==> config.mk <==
export PLATFORM = sky130hd
export DESIGN_NAME = fetch_sequencer
export DESIGN_NICKNAME = d
export VERILOG_FILES = /design/src/rtl/fetch_sequencer.sv
export SDC_FILE = /design/constraint.sdc
export NUM_CORES = 1
export LEC_CHECK = 0
export CORE_MARGIN = 2
export CORE_UTILIZATION = 48
export CTS_BUF_LIST = sky130_fd_sc_hd__clkbuf_4 sky130_fd_sc_hd__clkbuf_8
export CTS_CLUSTER_SIZE = 20
export DETAILED_ROUTE_END_ITERATION = 10
export GPL_ROUTABILITY_DRIVEN = 0
export HOLD_SLACK_MARGIN = 0.1
export PLACE_DENSITY = 0.85
export REMOVE_ABC_BUFFERS = 1
export SETUP_SLACK_MARGIN = 0.4
export SYNTH_ARGS = -nofsm -noshare
export SYNTH_HDL_FRONTEND = slang
export SYNTH_SLANG_ARGS = --single-unit
==> constraint.sdc <==
create_clock -name clk -period 3.4 [get_ports clk]
set_input_delay 0.68 -clock clk [delete_from_list [all_inputs] [get_ports clk]]
set_output_delay 0.68 -clock clk [all_outputs]
set_load 0.005 [all_outputs]
==> src/rtl/fetch_sequencer.sv <==
// Program-counter sequencer: IDLE/HOLD/RUN/DONE control with relative branches.
// Optional RUN-cycle counter enabled by defining FETCH_CYCLE_COUNT_EN.
module fetch_sequencer #(
  parameter int PC_WIDTH = 10
) (
  input  logic                clk,
  input  logic                reset,
  input  logic                start,
  input  logic                halt,
  input  logic                branch_taken,
  input  logic [7:0]          branch_offset,
  output logic [PC_WIDTH-1:0] pc,
  output logic                run_en,
  output logic                done,
  output logic [15:0]         cycle_count
);

  typedef enum logic [1:0] {
    IDLE = 2'd0,
    HOLD = 2'd1,
    RUN  = 2'd2,
    DONE = 2'd3
  } state_t;

  state_t              state_r;
  state_t              state_nxt_s;
  logic [PC_WIDTH-1:0] pc_r;
  logic [PC_WIDTH-1:0] pc_nxt_s;
  logic                done_r;
  logic                done_nxt_s;
  logic                run_start_s;

  // Bits above the offset width replicate its sign bit.
  function automatic logic [PC_WIDTH-1:0] sext_offset(input logic [7:0] off);
    logic [PC_WIDTH-1:0] r;
    for (int i = 0; i < PC_WIDTH; i++) begin
      r[i] = off[(i < 8) ? i : 7];
    end
    return r;
  endfunction

  // Next-state, next-pc and done decode.
  always_comb begin
    state_nxt_s = state_r;
    pc_nxt_s    = pc_r;
    done_nxt_s  = done_r;
    run_start_s = 1'b0;
    case (state_r)
      IDLE: begin
        if (start) begin
          state_nxt_s = HOLD;
          pc_nxt_s    = {PC_WIDTH{1'b0}};
        end else begin
          state_nxt_s = IDLE;
        end
      end
      HOLD: begin
        pc_nxt_s = {PC_WIDTH{1'b0}};
        if (!start) begin
          state_nxt_s = RUN;
          run_start_s = 1'b1;
        end else begin
          state_nxt_s = HOLD;
        end
      end
      RUN: begin
        if (halt) begin
          state_nxt_s = DONE;
          done_nxt_s  = 1'b1;
        end else if (branch_taken) begin
          pc_nxt_s = pc_r + {{(PC_WIDTH-1){1'b0}}, 1'b1} + sext_offset(branch_offset);
        end else begin
          pc_nxt_s = pc_r + {{(PC_WIDTH-1){1'b0}}, 1'b1};
        end
      end
      DONE: begin
        if (start) begin
          state_nxt_s = HOLD;
          done_nxt_s  = 1'b0;
          pc_nxt_s    = {PC_WIDTH{1'b0}};
        end else begin
          state_nxt_s = DONE;
        end
      end
      default: begin
        state_nxt_s = IDLE;
        pc_nxt_s    = {PC_WIDTH{1'b0}};
        done_nxt_s  = 1'b0;
      end
    endcase
  end

  // State, pc and done registers.
  always_ff @(posedge clk) begin
    if (reset) begin
      state_r <= IDLE;
      pc_r    <= {PC_WIDTH{1'b0}};
      done_r  <= 1'b0;
    end else begin
      state_r <= state_nxt_s;
      pc_r    <= pc_nxt_s;
      done_r  <= done_nxt_s;
    end
  end

  assign pc     = pc_r;
  assign done   = done_r;
  assign run_en = (state_r == RUN);

`ifdef FETCH_CYCLE_COUNT_EN
  logic [15:0] cnt_r;

  // Saturating RUN-cycle counter, cleared when a program starts.
  always_ff @(posedge clk) begin
    if (reset) begin
      cnt_r <= 16'h0000;
    end else if (run_start_s) begin
      cnt_r <= 16'h0000;
    end else if ((state_r == RUN) && (cnt_r != 16'hFFFF)) begin
      cnt_r <= cnt_r + 16'h0001;
    end else begin
      cnt_r <= cnt_r;
    end
  end

  assign cycle_count = cnt_r;
`else
  logic unused_run_start_s;
  assign unused_run_start_s = run_start_s;
  assign cycle_count        = 16'h0000;
`endif

endmodule

==> results of run 1 <==
[area by class of cell]
type | instances | area [um^2] | area share
inverters | 3 | 11.3 | 0.00731
flip-flops and latches | 13 | 265 | 0.172
repair buffers | 24 | 240 | 0.156
well taps | 30 | 37.5 | 0.0244
clock buffers | 4 | 30.0 | 0.0195
multi-input cells | 145 | 957 | 0.621
[worst paths after layout]
kind	end	cells past startpoint	startpoint
setup / recovery	pc[9]	12	pc[1]
hold / removal	done	2	done
setup reg to reg	pc[9]	12	pc[1]
hold reg to reg	done	2	done
[what timing repair did]
item | 4_1_cts | 5_1_grt
setup endpoints to repair | 0 | 1
endpoints found under the hold margin | 0 | 0
gates resized for setup | 0 | 6
[where the power goes]
group,internal [mW],switching [mW]
clock network,0.0534,0.0504
logic,0.0451,0.0530
registers,0.156,0.00532
total,0.255,0.109
[placed cells by master, fill, tap and decap left out, types with 2 or more instances in the layout]
| cell type | synthesis | final |
|---|---|---|
| a211oi_1 | 4 | 4 |
| a21o_1 | 2 | 2 |
| a21oi_1 | 15 | 15 |
| a22oi_1 | 4 | 4 |
| and3_1 | 6 | 5 |
| clkbuf_4 | 0 | 4 |
| clkdlybuf4s50_1 | 0 | 24 |
| conb_1 | 1 | 16 |
| dfxtp_1 | 13 | 11 |
| ha_1 | 13 | 13 |
| inv_1 | 3 | 3 |
| mux2i_1 | 5 | 4 |
| nand2_1 | 14 | 14 |
| nand2b_1 | 7 | 7 |
| nand3_1 | 4 | 4 |
| nand4_1 | 2 | 2 |
| nor2_1 | 14 | 14 |
| nor2b_1 | 2 | 2 |
| nor3_1 | 3 | 3 |
| o211ai_1 | 2 | 2 |
| o21ai_0 | 6 | 6 |
| o21ai_1 | 2 | 2 |
| xnor2_1 | 5 | 5 |
| xor2_1 | 5 | 5 |
[registers in the layout (all words and copies together) (netlist names), named ones only]
| name | cells |
|---|---|
| done | 1 |
| pc | 10 |
| state_r | 1 |
[logic make-up after synthesis]
group                    count (synthesis)
multiplexers                             6
AND/OR/NAND/NOR                         57
adder cells (fa/ha/maj)                 14
XOR/XNOR                                10
flip-flops                              13
AO/OA/AOI/OAI                           42
buffers and inverters                   23
other                                    1
[routing by layer]
metal,up-vias,global-route usage,wire (um)
li1,603,-,-
met1,581,0.245,1350
met2,40,0.324,1470
met3,6,0.0163,151
met4,0,0.0680,29
met5,-,0,0
[worst max-delay path, cell delays in order (launching register included)]
cell and delay (ns):
dfxtp_2 0.38, ha_1 0.19, and3_1 0.21, and3_4 0.22, nand3_1 0.09, xnor2_1 0.16, ha_1 0.35, inv_1 0.08
o31ai_1 0.24, a21oi_1 0.09, mux2i_2 0.19, or4_1 0.52, nand4_1 0.09
==> flow_summary.toml, run 1 <==
[sta]
final-max-slew-violation-count = 0
finalHoldViolCount = 0
fmaxAchievable_mhz = 348
whs_ns = 0.535
fin_tns_setup_ns = 0
slew_headroom = 0.582
tightest_slew_ns = 0.624
setup_slack_ns = 0.526
skew_ns = 0.00918
rsz0062_at_grt = "false"
finalSetupViolCount = 0
post-route-min-period_ns = 2.87
period_share = 0.845

[die]
fp-row-count = 18
pin_count = 41
fp.dieW_um = 56.0
die_y_um = 56.0
floorplan.initialDensity = 0.515
coreArea_um2 = 2520
die_area_um2 = 3140

[cells_and_area]
nets = 217
nFillCells = 239
fin_util = 0.611
final_area_um2 = 1540
antennaDiodeCount = 0
final_cells = 219
syn2layout_area_growth_pct = 18.7
drive_gt1_frac = 0.0635

[power]
p_leak_nw = 0.672
power_mw = 0.364
power_density_nw_per_um2 = 236
ir_drop_mv = 0.216

[clock_network]
clkSinkCount = 13
worstSkewPairLatency_ns = 0.28
clk_pin_slew_ns = 0.08
post_cts_buffers = 0
cts_buffers = 3
cts_root_buffer = "clkbuf_4"
hold_buffers = 0
cts_tree = "yes"
cts_max_level = 1
cts_buffer_depth = 2

[detailed_routing]
drc_errors = 0
vias_per_cell = 5.62
num_vias = 1230
ant_nets = 0
wire_per_inst_um = 13.7
initialDrtViolationCount = 36
wl_mm = 3.00
dr.pass1.iters = 4

[placement]
dp_hpwl_mm = 2.37
pre_cts_ws_ns = 0.452
dp.cells = 215
port_buffers = 24
placed_cell_area_um2 = 1500

[synth]
seq_area_frac_synth = 0.200
synthMostInstantiatedCell = "buf_4"
synth_edf_count = 0
synthXorXnorAreaFrac = 0.0674
synth_area_leader_cell = "dfxtp_1"
yosys.area_share.simple = 0.224
synth-compound-area-share = 0.204
synth_common_cells = "16 x buf_4, 15 x a21oi_1, 14 x nand2_1, 14 x nor2_1"
synth_async_sr_flop_share = 0
synthTopCellsByArea = "dfxtp_1 20%, ha_1 13%, buf_4 9.2%"
yosysWarnings = 0
synthAdderAreaFrac = 0.141
synth_top_family_by_area = "simple AND/OR/NAND/NOR gates"
synth-main-ff-cell = "dfxtp_1"
synth_seq_cells = 13
yosys.area.top_type_share = 0.200
syn_area_um2 = 1300
synthMuxAreaShare = 0.0472
synth_cell_types = 38
avgSynthCellArea_um2 = 7.82
netlist_instances = 166

[global_routing]
antenna_found_initial = 0
grt-ovfl-total = 0
grt_pass1_wl_mm = 4.81
grt_pass1_vias = 1097
track_usage = 0.189
grt_max_degree = 19

[worst_setup_path]
crit_path_max_fanout = 5
cp.arrival_ns = 3.08
crit_type = "reg -> reg"
crit_path_start_kind = "register"
worstPathRequired_ns = 3.61
worstSetupEndpointType = "register"
ff2ff_setup_slack_ns = 0.53

[outcome]
status = "completed"

[run]
cap_viol_max_count = 0

[worst_hold_path]
hp-class = "reg -> reg"
No activity file was read; power rests on OpenSTA's default activity.
==> inputs of run 2 (changes only) <==
==> constraint.sdc (replaced) <==
create_clock -name clk -period 2.67 [get_ports clk]
set_input_delay 0.534 -clock clk [delete_from_list [all_inputs] [get_ports clk]]
set_output_delay 0.534 -clock clk [all_outputs]
set_load 0.005 [all_outputs]
==> flow_summary.toml, run 2 (synthesis results as in run 1) <==
[outcome]
status = "completed"

[cells_and_area]
nFillCells = 177
final_area_um2 = 1960
drive_gt1_frac = 0.333
largest_register_ff_count = 10
final-seq-area_um2 = 263
nets = 238
layout_commonest_cell = "clkdlybuf4s50_1"
multi_input_comb_area_um2 = 1230
syn2layout_area_growth_pct = 51.2
mostFrequentLayoutCells = "22 x clkdlybuf4s50_1, 21 x buf_4, 16 x conb_1"
antennaDiodeCount = 0
fin_util = 0.778

[detailed_routing]
dr.pass1.iters = 4
initialDrtViolationCount = 48
ant_nets = 0
wl_mm = 4.17
vias_per_cell = 5.70
wire_per_inst_um = 17.4
num_vias = 1367
drc_errors = 0

[sta]
slew_headroom = 0.641
finalHoldViolCount = 0
period_share = 0.983
skew_ns = 0.000536
fmaxAchievable_mhz = 381
final-max-slew-violation-count = 0
finalSetupViolCount = 0
rsz0062_at_grt = "true"
post-route-min-period_ns = 2.62
tightest_slew_ns = 0.537

[worst_setup_path]
r2r_cells = 11
crit_path_max_fanout = 5
worstSetupEndpointType = "register"
cp.arrival_ns = 2.85
worstPathRequired_ns = 2.89
crit_path_start_kind = "register"
r2r_end = "pc[9]"
timing.rr.start = "pc[2]"
ff2ff_setup_slack_ns = 0.05
crit_type = "reg -> reg"

[clock_network]
worstSkewPairLatency_ns = 0.28
cts_buffer_depth = 2
hold_buffers = 0
cts_root_buffer = "clkbuf_4"
clkSinkCount = 13
cts_buffers = 3
clk_pin_slew_ns = 0.08
cts_tree = "yes"
cts_max_level = 1

[worst_hold_path]
min_to = "done"
hp-class = "reg -> reg"
min_from = "done"
hold_path_depth = 2

[global_routing]
grt_pass1_vias = 1381
antenna_found_initial = 0
grt_pass1_wl_mm = 5.98
track_usage = 0.236
grt_max_degree = 15
grt-ovfl-total = 0

[die]
die_y_um = 56.0
fp-row-count = 18
coreArea_um2 = 2520
die_area_um2 = 3140
fp.dieW_um = 56.0
floorplan.initialDensity = 0.515
pin_count = 41

[placement]
port_buffers = 24
dp_hpwl_mm = 2.63
placed_cell_area_um2 = 1600

[power]
p_sw_mw = 0.165
ir_drop_mv = 0.269
seq_power_share = 0.402
power_density_nw_per_um2 = 262
p_int_mw = 0.349
p_leak_nw = 0.820
p_clk_frac = 0.263
p_sw_frac = 0.321
combPwrFrac = 0.335

[run]
cap_viol_max_count = 0
-- run 2: cell count changes in the layout (fill, tap and decap cells not counted), moves of 3 or more --
cell / delta
buf_4: +21
ha_1: -8
a21oi_1: -5
ha_4: +5
a21oi_2: +4
ha_2: +3
xnor2_1: -3
xor2_1: -3
-- run 2: worst max path at each step --
stage                           startpoint     to  slack [ns]  cells after the start
after floorplan                      pc[0]  pc[9]       -0.02                     12
after global routing                 pc[0]  pc[9]       -0.07                     12
after global placement    branch_offset[0]  pc[8]       -0.11                      9
after detailed placement             pc[1]  pc[9]       -0.20                     12
after CTS                            pc[0]  pc[9]       -0.01                     12
final                                pc[2]  pc[9]        0.05                     11
-- run 2: timing repair --
item,CTS,global route
resized for setup,26,30
buffers inserted,3,4
setup endpoints to repair,6,6
pin swaps,16,16
-- run 2: layout make-up --
class	instances	area share
clock buffer	4	0.0153
inverter	3	0.00574
multi-input combinational	145	0.625
sequential	13	0.134
tap	30	0.0191
timing repair buffer	45	0.201
-- run 2: critical path, stage by stage (launching register included) --
cell,delay (ns)
dfxtp_1,0.35
buf_4,0.18
and2_1,0.19
and4_4,0.27
xor2_2,0.24
ha_4,0.20
o21ai_2,0.07
o31ai_4,0.26
a21oi_2,0.07
mux2i_2,0.18
or4_1,0.48
nand4_1,0.08
-- run 2: layer usage --
metal | vias to the layer above | share of wire | global-route usage
li1 | 647 | - | -
met1 | 652 | 0.41 | 0.269
met2 | 51 | 0.52 | 0.430
met3 | 17 | 0.038 | 0.0302
met4 | 0 | 0.036 | 0.109
met5 | - | 0 | 0
-- run 2: per-stage QoR --
step / hold WS [ns] / worst slack (ns) / cells / TNS, ns / total power [mW]
global route: 0.586 / -0.0660 / 240 / -0.0660 / 0.535
floorplan: 0.487 / -0.0240 / 161 / -0.0240 / 0.282
CTS: 0.537 / -0.0140 / 236 / -0.0140 / 0.484
finish: 0.534 / 0.0454 / 240 / 0 / 0.514
global placement: 0.506 / -0.108 / 229 / -0.175 / 0.337
detailed placement: 0.520 / -0.196 / 229 / -0.421 / 0.344
-- run 2: power by group through the flow --
stage	registers [mW]	clock network [mW]	logic (mW)
final	0.207	0.135	0.172
after global routing	0.207	0.141	0.186
after CTS	0.206	0.135	0.143
after detailed placement	0.210	0	0.134
after global placement	0.209	0	0.127
after floorplan	0.210	0	0.0717
